==> config.mk <==
export PLATFORM = sky130hd
export DESIGN_NAME = pipe_ctrl_unit
export DESIGN_NICKNAME = d
export VERILOG_FILES = /design/src/rtl/pipe_ctrl_unit.sv
export SDC_FILE = /design/constraint.sdc
export NUM_CORES = 1
export LEC_CHECK = 0
export ABC_AREA = 1
export CELL_PAD_IN_SITES_DETAIL_PLACEMENT = 1
export CELL_PAD_IN_SITES_GLOBAL_PLACEMENT = 2
export CORE_MARGIN = 2
export CORE_UTILIZATION = 27
export CTS_BUF_LIST = sky130_fd_sc_hd__clkbuf_4 sky130_fd_sc_hd__clkbuf_8 sky130_fd_sc_hd__clkbuf_16
export CTS_CLUSTER_DIAMETER = 30
export CTS_CLUSTER_SIZE = 10
export DETAILED_ROUTE_END_ITERATION = 7
export PLACE_DENSITY_LB_ADDON = 0.05
export SYNTH_ARGS = -nofsm -noshare
export SYNTH_HDL_FRONTEND = slang
export SYNTH_SLANG_ARGS = --single-unit
==> constraint.sdc <==
create_clock -name CLK -period 2.6 [get_ports CLK]
set_clock_uncertainty 0.15 [all_clocks]
set_input_delay 0.39 -clock CLK [delete_from_list [all_inputs] [get_ports CLK]]
set_output_delay 0.39 -clock CLK [all_outputs]
set_load 0.1 [all_outputs]
==> src/rtl/pipe_ctrl_unit.sv <==
// Main control for the 5-stage RV32I pipeline: opcode decode, ID/EX/MEM/WB control
// word and rd carry, load-use bubbles, branch flushes, memory-busy freeze, perf counters.
module pipe_ctrl_unit #(
  parameter int REG_AW    = 5,
  parameter int EXT_OPS   = 1,
  parameter int HAZARD_EN = 1,
  parameter int CNT_W     = 16
) (
  input  logic              CLK,
  input  logic              RST,
  input  logic              id_valid,
  input  logic [6:0]        id_opcode,
  input  logic [REG_AW-1:0] id_rs1,
  input  logic [REG_AW-1:0] id_rs2,
  input  logic [REG_AW-1:0] id_rd,
  input  logic              ex_taken,
  input  logic              mem_busy,
  output logic              pc_write,
  output logic              ifid_write,
  output logic              ifid_flush,
  output logic              id_illegal,
  output logic [9:0]        ex_ctrl,
  output logic [REG_AW-1:0] ex_rd,
  output logic [9:0]        mem_ctrl,
  output logic [REG_AW-1:0] mem_rd,
  output logic [9:0]        wb_ctrl,
  output logic [REG_AW-1:0] wb_rd,
  output logic [CNT_W-1:0]  stall_cnt,
  output logic [CNT_W-1:0]  flush_cnt
);

  // Returns {legal, control_word}; unknown opcodes yield an all-zero word.
  function automatic logic [10:0] decode_op(input logic [6:0] op);
    logic [10:0] r;
    r = 11'h000;
    case (op)
      7'b0110011: r = {1'b1, 10'h022};
      7'b0010011: r = {1'b1, 10'h123};
      7'b0000011: r = {1'b1, 10'h170};
      7'b0100011: r = {1'b1, 10'h108};
      7'b1100011: r = {1'b1, 10'h005};
      7'b1101111: if (EXT_OPS != 0) r = {1'b1, 10'h2A0};
      7'b1100111: if (EXT_OPS != 0) r = {1'b1, 10'h3A0};
      default:    r = 11'h000;
    endcase
    return r;
  endfunction

  function automatic logic [CNT_W-1:0] sat_inc(input logic [CNT_W-1:0] v);
    return (&v) ? v : v + {{(CNT_W-1){1'b0}}, 1'b1};
  endfunction

  logic [10:0]       dec_p0;
  logic [9:0]        word_p0;
  logic              load_use;
  logic              idex_bubble;

  logic [9:0]        ctrl_p1, ctrl_p2, ctrl_p3;
  logic [REG_AW-1:0] rd_p1, rd_p2, rd_p3;
  logic [CNT_W-1:0]  stall_q, flush_q;

  // ID stage: decode and hazard detection
  always_comb begin
    dec_p0     = decode_op(id_opcode);
    word_p0    = id_valid ? dec_p0[9:0] : 10'h000;
    id_illegal = id_valid & ~dec_p0[10];
    load_use   = (HAZARD_EN != 0) & id_valid & ctrl_p1[4] & (rd_p1 != '0) &
                 ((rd_p1 == id_rs1) | (rd_p1 == id_rs2));
  end

  // Freeze dominates, then flush, then load-use stall.
  always_comb begin
    pc_write    = 1'b1;
    ifid_write  = 1'b1;
    ifid_flush  = 1'b0;
    idex_bubble = 1'b0;
    if (mem_busy) begin
      pc_write   = 1'b0;
      ifid_write = 1'b0;
    end else if (ex_taken) begin
      ifid_flush  = 1'b1;
      idex_bubble = 1'b1;
    end else if (load_use) begin
      pc_write    = 1'b0;
      ifid_write  = 1'b0;
      idex_bubble = 1'b1;
    end
  end

  // ID/EX, EX/MEM, MEM/WB registers and counters
  always_ff @(posedge CLK or posedge RST) begin
    if (RST) begin
      ctrl_p1 <= '0;
      ctrl_p2 <= '0;
      ctrl_p3 <= '0;
      rd_p1   <= '0;
      rd_p2   <= '0;
      rd_p3   <= '0;
      stall_q <= '0;
      flush_q <= '0;
    end else if (!mem_busy) begin
      ctrl_p1 <= idex_bubble ? 10'h000 : word_p0;
      rd_p1   <= idex_bubble ? '0 : id_rd;
      ctrl_p2 <= ctrl_p1;
      rd_p2   <= rd_p1;
      ctrl_p3 <= ctrl_p2;
      rd_p3   <= rd_p2;
      if (ex_taken)      flush_q <= sat_inc(flush_q);
      else if (load_use) stall_q <= sat_inc(stall_q);
    end
  end

  assign ex_ctrl   = ctrl_p1;
  assign ex_rd     = rd_p1;
  assign mem_ctrl  = ctrl_p2;
  assign mem_rd    = rd_p2;
  assign wb_ctrl   = ctrl_p3;
  assign wb_rd     = rd_p3;
  assign stall_cnt = stall_q;
  assign flush_cnt = flush_q;

endmodule

==> impl_metrics.py, run 1 <==
metrics = {
    "synthesis": {
        "synth_seq_cells": 71,
        "syn_area_mm2": 0.00376,
        "syn_area_per_cell_um2": 7.67,
        "synthArstFlopShare_pct": 100,
        "ys_types": 29,
        "ys.flop_type": "dfrtp_1",
        "ys_seq_area_share_pct": 47.3,
        "syn_nets": 519,
        "synth.yosys.warnings": 0,
        "synth_cells": 490,
        "synth-edff-count": 0,
    },
    "timing": {
        "finalSetupViolCount": 0,
        "worst_slew_pin_slew_ns": 0.443,
        "timing.fmax_ghz": 0.404,
        "finalCritPeriodShare_pct": 95.2,
        "slew_headroom_pct": 70.4,
        "hold_viol": 0,
        "period_needed_ns": 2.48,
        "timing.setup.tns_ns": 0,
        "rsz0062_at_grt": "no",
        "slew_viol_final": 0,
    },
    "finish": {
        "final_common_cell": "nand2_1",
        "instances_no_fill": 784,
        "layout_common_cells": "nand2_1 (193), buf_4 (85), dfrtp_1 (66), inv_1 (38), nor2_1 (33)",
        "insertedDiodeCount": 0,
        "syn2layout_area_growth_pct": 37.3,
        "layout-drive-gt1-share_pct": 24.0,
        "utilization_pct": 37.6,
        "nets": 628,
    },
    "setup_path": {
        "required_ns": 2.06,
        "critPathKind": "in2out",
        "end_kind": "output port",
        "r2r-start": "flush_cnt[0]$_DFFE_PP0P_",
        "worstPathMaxFanout": 3,
        "cp-start-kind": "primary input",
        "critPathLaunch": "id_opcode[4]",
        "worstPathArrival_ns": 1.94,
    },
    "clocking": {
        "clkLatencyLatePin_ns": 0.34,
        "cts_buffers": 9,
        "hold_buffers": 0,
        "cts_htree_levels": 3,
        "clkTransAtPathRegs_ns": 0.06,
        "clock_sink_count": 71,
        "root_buffer": "clkbuf_16",
        "cts_tree": "done",
        "clock_path_buffers": 2,
    },
    "route": {
        "drt-initial-drc-count": 120,
        "vias": 3445,
        "routed_wl_um": 11100,
        "top_layer": "met4",
        "viasPerCell": 4.39,
        "routed-wl-met3_um": 413,
        "wl_met2_um": 5150,
        "ant_nets": 0,
        "post-route-drc-count": 0,
        "drt_pass1_iterations": 4,
        "avgRoutedWirePerCell_um": 14.1,
        "drt-met1-wl_um": 5300,
    },
    "min_path": {
        "hold_path_class": "in2async",
    },
    "grt": {
        "grt_max_degree": 37,
        "grt_pass1_wl_um": 17900,
        "grt_util_all_layers_pct": 15.6,
        "grt.overflow.total": 0,
        "antenna_found_initial": 0,
        "grt_pass1_vias": 3535,
    },
    "power": {
        "ir_drop_uv": 255,
        "powerDensity_mw_per_mm2": 656,
        "p_seq_share_pct": 37.3,
        "p_int_mw": 2.04,
        "clock_power_share_pct": 33.2,
        "combPwrFrac_pct": 29.6,
        "switching_share_pct": 39.6,
        "p_leak_nw": 2.63,
        "p_sw_mw": 1.34,
    },
    "floorplanning": {
        "fp.dieH_um": 122,
        "pin_count": 108,
        "core_area_mm2": 0.0137,
        "dieArea_mm2": 0.0149,
        "start_util_pct": 27.4,
        "dieWidth_um": 122,
        "num_rows": 43,
    },
    "placement": {
        "place.gp.congestion": 0.733,
        "io_buffers": 107,
        "dp_hpwl_um": 8290,
        "post-place-cells": 768,
    },
    "flow_run": {
        "drv_cap": 0,
    },
    "status": {
        "status": "finished, final reports clean",
    },
}
-- logic make-up (layout without fill, tap and decap cells) --
| group | Yosys count | after routing | synth area share, % |
|---|---|---|---|
| flip-flops | 71 | 71 | 47.3 |
| AO/OA/AOI/OAI | 34 | 34 | 5.06 |
| adder cells (fa/ha/maj) | 2 | 2 | 0.665 |
| XOR/XNOR | 28 | 28 | 6.52 |
| buffers and inverters | 68 | 182 | 8.12 |
| AND/OR/NAND/NOR | 287 | 287 | 32.4 |
-- cells in the mapped netlist, types with 2 or more instances --
cell / number / area, um2
xnor2_1: 15 / 131
nand3_2: 3 / 30.0
inv_2: 9 / 33.8
clkinv_1: 2 / 7.51
nor3b_1: 2 / 15.0
inv_1: 39 / 146
xor2_1: 13 / 114
o22ai_1: 5 / 31.3
nor2_1: 34 / 128
o21ai_2: 3 / 26.3
buf_4: 9 / 67.6
nor2_2: 6 / 37.5
ha_1: 2 / 25.0
nand3_1: 29 / 145
nand4_1: 4 / 25.0
clkbuf_1: 6 / 22.5
buf_6: 2 / 22.5
nand2_1: 194 / 728
o21ai_0: 24 / 120
nand2_2: 4 / 25.0
nor3_1: 6 / 30.0
dfrtp_1: 71 / 1780
nand3b_1: 2 / 15.0
-- repair_timing --
action | in CTS | in global routing
buffers inserted | 0 | 0
resized for setup | 0 | 2
setup endpoints to repair | 0 | 1
-- per-stage QoR --
stage / setup slack [ns] / hold WS, ns / area, um2 / total power, mW
2_1_floorplan: 0.0234 / 0.391 / 3790 / 2.02
3_3_place_gp: 0.0875 / 0.314 / 4890 / 2.28
3_5_place_dp: 0.0563 / 0.316 / 4890 / 2.30
4_1_cts: 0.0296 / 0.216 / 5160 / 3.45
5_1_grt: 0.0534 / 0.254 / 5160 / 3.55
6_report: 0.125 / 0.230 / 5160 / 3.39
-- layer usage --
layer / up-vias / GRT usage (%)
met5: - / 0
met4: 0 / 6.90
met3: 14 / 2.81
met2: 61 / 25.0
met1: 1633 / 20.5
li1: 1737 / -
-- state kept, by name (all words and copies together) (netlist names) --
| register | flops |
|---|---|
| wb_ctrl | 8 |
| mem_rd | 5 |
| ex_rd | 5 |
| ex_ctrl | 8 |
| mem_ctrl | 8 |
| flush_cnt | 16 |
| wb_rd | 5 |
| stall_cnt | 16 |
-- power groups by stage --
stage                     clock network (mW)  registers, mW  logic (mW)
after floorplan                            0           1.77       0.253
after CTS                               1.17           1.26        1.01
after detailed placement                   0           1.28        1.01
final                                   1.12           1.26        1.00
after global placement                     0           1.28        1.00
after global routing                    1.21           1.28        1.06
-- critical path, cell delays in order --
cell and delay, ns:
clkdlybuf4s50_1 0.51, inv_1 0.07, nand2_1 0.11, nor2_1 0.07, nand3_1 0.09, a21boi_2 0.20
nor3b_4 0.28, buf_12 0.21
-- layout make-up --
type,instances,area (um2)
inverters,50,189
clock inverters,7,40.0
clock buffers,9,225
multi-input cells,351,1710
flip-flops and latches,71,1780
well taps,180,225
repair buffers,116,993
fillers,1684,8560
-- final timing paths --
kind,end,slack [ns],depth (start not counted)
max,id_illegal,0.12,8
min reg2reg,wb_ctrl[8]$_DFFE_PP0N_,0.33,2
max reg2reg,flush_cnt[7]$_DFFE_PP0P_,0.43,10
max in group asynchronous,ex_ctrl[0]$_DFFE_PP0N_,1.44,3
min,mem_ctrl[5]$_DFFE_PP0N_,0.23,2
min in group CLK,wb_rd[2]$_DFFE_PP0N_,0.23,3
Note: power is estimated with default switching activity, not from simulation.
==> run 2: changes to the inputs <==
ABC_AREA = 0   (was 1)
CORE_MARGIN = 5   (was 2)
CORE_UTILIZATION = 24   (was 27)
==> run 2 against run 1 <==
Net effect:
- first-iteration DRC count down 47%
- largest cell class unchanged
- clock power about the same
- final cell count down 27%
- design area down 7.4%
- non-clock buffer count up 10
- synthesized area down 12%
- sequential power about the same
- register-to-register slack better by 0.03 ns
- combinational power about the same
- sequential share of layout area up 2.7 points
- die area up 8.8%
- routed wire length down 17%
==> impl_metrics.py, run 2 <==
metrics = {
    "status": {
        "status": "finished, final reports clean",
    },
    "synthesis": {
        "synth_seq_cells": 71,
        "yosysTopAreaCell": "dfrtp_1",
        "syn_area_per_cell_um2": 12.2,
        "synth.yosys.warnings": 0,
        "syn_nets": 299,
        "synthArstFlopShare_pct": 100,
        "ys_seq_area_share_pct": 53.8,
        "synth_common_cells": "dfrtp_1 (71), mux2_2 (28), xnor2_1 (23)",
        "ys.flop_type": "dfrtp_1",
        "syn_area_mm2": 0.00330,
        "ys_types": 44,
        "synth_cells": 270,
        "synth_top_area_share_pct": 53.8,
        "ys_top_cells_by_area": "dfrtp_1 (54%), mux2_2 (9.6%), xnor2_1 (6.1%), xor2_1 (4.5%), nand3_1 (2.4%)",
        "synth-edff-count": 0,
        "synth_most_common_cell": "dfrtp_1",
    },
    "timing": {
        "rsz0062_at_grt": "no",
        "timing.fmax_ghz": 0.396,
        "slew_headroom_pct": 66.5,
        "finalCritPeriodShare_pct": 97.2,
        "hold_viol": 0,
        "hold_ws_ns": 0.245,
        "finalSetupViolCount": 0,
        "worst_slew_pin_slew_ns": 0.501,
        "slew_viol_final": 0,
        "timing.final.ws_setup_ns": 0.0716,
        "period_needed_ns": 2.53,
    },
    "setup_path": {
        "critPathKind": "reg2out",
        "required_ns": 2.06,
        "rrSetupSlack_ns": 0.46,
        "cp-start-kind": "flip-flop",
        "worstPathArrival_ns": 1.99,
        "r2r_cells": 8,
        "r2r-start": "ex_rd[0]$_DFFE_PP0N_",
        "worstPathMaxFanout": 2,
        "end_kind": "output port",
        "r2r_end": "ex_ctrl[7]$_DFFE_PP0N_",
    },
    "grt": {
        "grt.overflow.total": 0,
        "grt_pass1_vias": 2744,
        "antenna_found_initial": 0,
        "grt_util_all_layers_pct": 11.9,
        "grt_pass1_wl_um": 15000,
        "grt_max_degree": 40,
    },
    "floorplanning": {
        "fp.dieH_um": 127,
        "dieArea_mm2": 0.0162,
        "core_area_mm2": 0.0133,
        "dieWidth_um": 127,
        "pin_count": 108,
        "num_rows": 42,
        "start_util_pct": 24.7,
    },
    "clocking": {
        "root_buffer": "clkbuf_16",
        "hold_buffers": 0,
        "clkLatencyLatePin_ns": 0.33,
        "clock_sink_count": 71,
        "cts_buffers": 9,
        "cts_htree_levels": 3,
        "clock_path_buffers": 2,
        "cts_tree": "done",
        "clkTransAtPathRegs_ns": 0.06,
    },
    "route": {
        "drt-initial-drc-count": 64,
        "vias": 2539,
        "post-route-drc-count": 0,
        "drt_pass1_iterations": 4,
        "routed_wl_um": 9180,
        "viasPerCell": 4.44,
        "ant_nets": 0,
        "avgRoutedWirePerCell_um": 16.0,
    },
    "finish": {
        "layout-drive-gt1-share_pct": 42.2,
        "final_common_cell": "buf_4",
        "layout_common_cells": "buf_4 (95), dfrtp_1 (67), mux2_2 (28), clkdlybuf4s50_1 (25), xnor2_1 (23)",
        "instances_no_fill": 572,
        "insertedDiodeCount": 0,
        "nets": 421,
        "syn2layout_area_growth_pct": 44.8,
    },
    "min_path": {
        "hold_path_class": "in2async",
    },
    "power": {
        "powerDensity_mw_per_mm2": 703,
        "ir_drop_uv": 592,
        "p_leak_nw": 2.33,
        "power.total_mw": 3.36,
    },
    "placement": {
        "io_buffers": 107,
        "pre_cts_ws_ns": 0.119,
        "dp_hpwl_um": 6630,
        "post-place-cells": 552,
        "place.gp.congestion": 0.725,
    },
    "flow_run": {
        "drv_cap": 0,
    },
}
==> run 2: cell count changes after synthesis, moves of 8 or more <==
cell | previous run | this run
inv_1 | 39 | 3
xnor2_1 | 15 | 23
mux2_2 | 0 | 28
nor2_1 | 34 | 14
nand3_1 | 29 | 16
inv_2 | 9 | 0
o21ai_0 | 24 | 1
nand2_1 | 194 | 20
==> run 2: how the worst max path moves through the flow <==
stage,start,end,slack (ns),cells past startpoint
floorplan,ex_rd[4]$_DFFE_PP0N_,pc_write,-0.40,7
global placement,id_rs1[4],ifid_write,0.12,8
detailed placement,id_rs1[4],ifid_write,0.12,8
CTS,ex_rd[2]$_DFFE_PP0N_,ifid_write,0.02,6
global route,ex_rd[0]$_DFFE_PP0N_,ifid_write,0.002,6
finish,ex_rd[0]$_DFFE_PP0N_,ifid_write,0.07,6
==> run 2: cells by family after synthesis <==
kind of cell               after synthesis  share of synthesized area (%)
AOI/OAI and AO/OA                       22                           6.56
xor gates and xnor gates                40                           10.6
adders and majority gates                2                          0.758
buffers and inverters                   18                           3.79
DFF                                     71                           53.8
muxes                                   28                           9.55
and+or+nand+nor                         89                           14.9
==> run 2: timing repair <==
item	CTS	global route
gates resized for setup	0	3
setup buffers	3	2
pin swaps	1	1
endpoints found under the setup margin	2	2
==> run 2: critical path, stage by stage, from the launching register on <==
cell and delay (ns):
dfrtp_2 0.41, or3_4 0.39, o311a_4 0.34, nand2_4 0.08
nor2_2 0.04, nor2_4 0.19, buf_12 0.20
==> run 2: report_power, final <==
group,switching [mW],internal (mW)
Combinational,0.719,0.252
Clock,0.460,0.672
Sequential,0.0788,1.18
Total,1.26,2.10
==> run 2: layer usage <==
| layer | up-vias | wire length, um | global-route usage, % |
|---|---|---|---|
| li1 | 1190 | - | - |
| met1 | 1267 | 4160 | 15.0 |
| met2 | 70 | 4330 | 18.9 |
| met3 | 12 | 499 | 3.38 |
| met4 | 0 | 191 | 5.49 |
| met5 | - | 0 | 0 |
==> run 2: through the flow <==
stage	cell area, um2	utilization (%)	setup TNS [ns]
after detailed placement	4460	33.4	0
after floorplan	3320	-	-0.401
after global routing	4780	35.8	0
after global placement	4460	33.4	0
final	4780	35.8	0
after CTS	4750	35.6	0
==> run 2: area by class of cell <==
class | count | area (um2)
tap | 176 | 220
timing repair buffer | 126 | 1070
clock inverter | 4 | 22.5
sequential | 71 | 1780
fill | 1470 | 8570
multi-input combinational | 181 | 1430
inverter | 3 | 12.5
clock buffer | 11 | 246
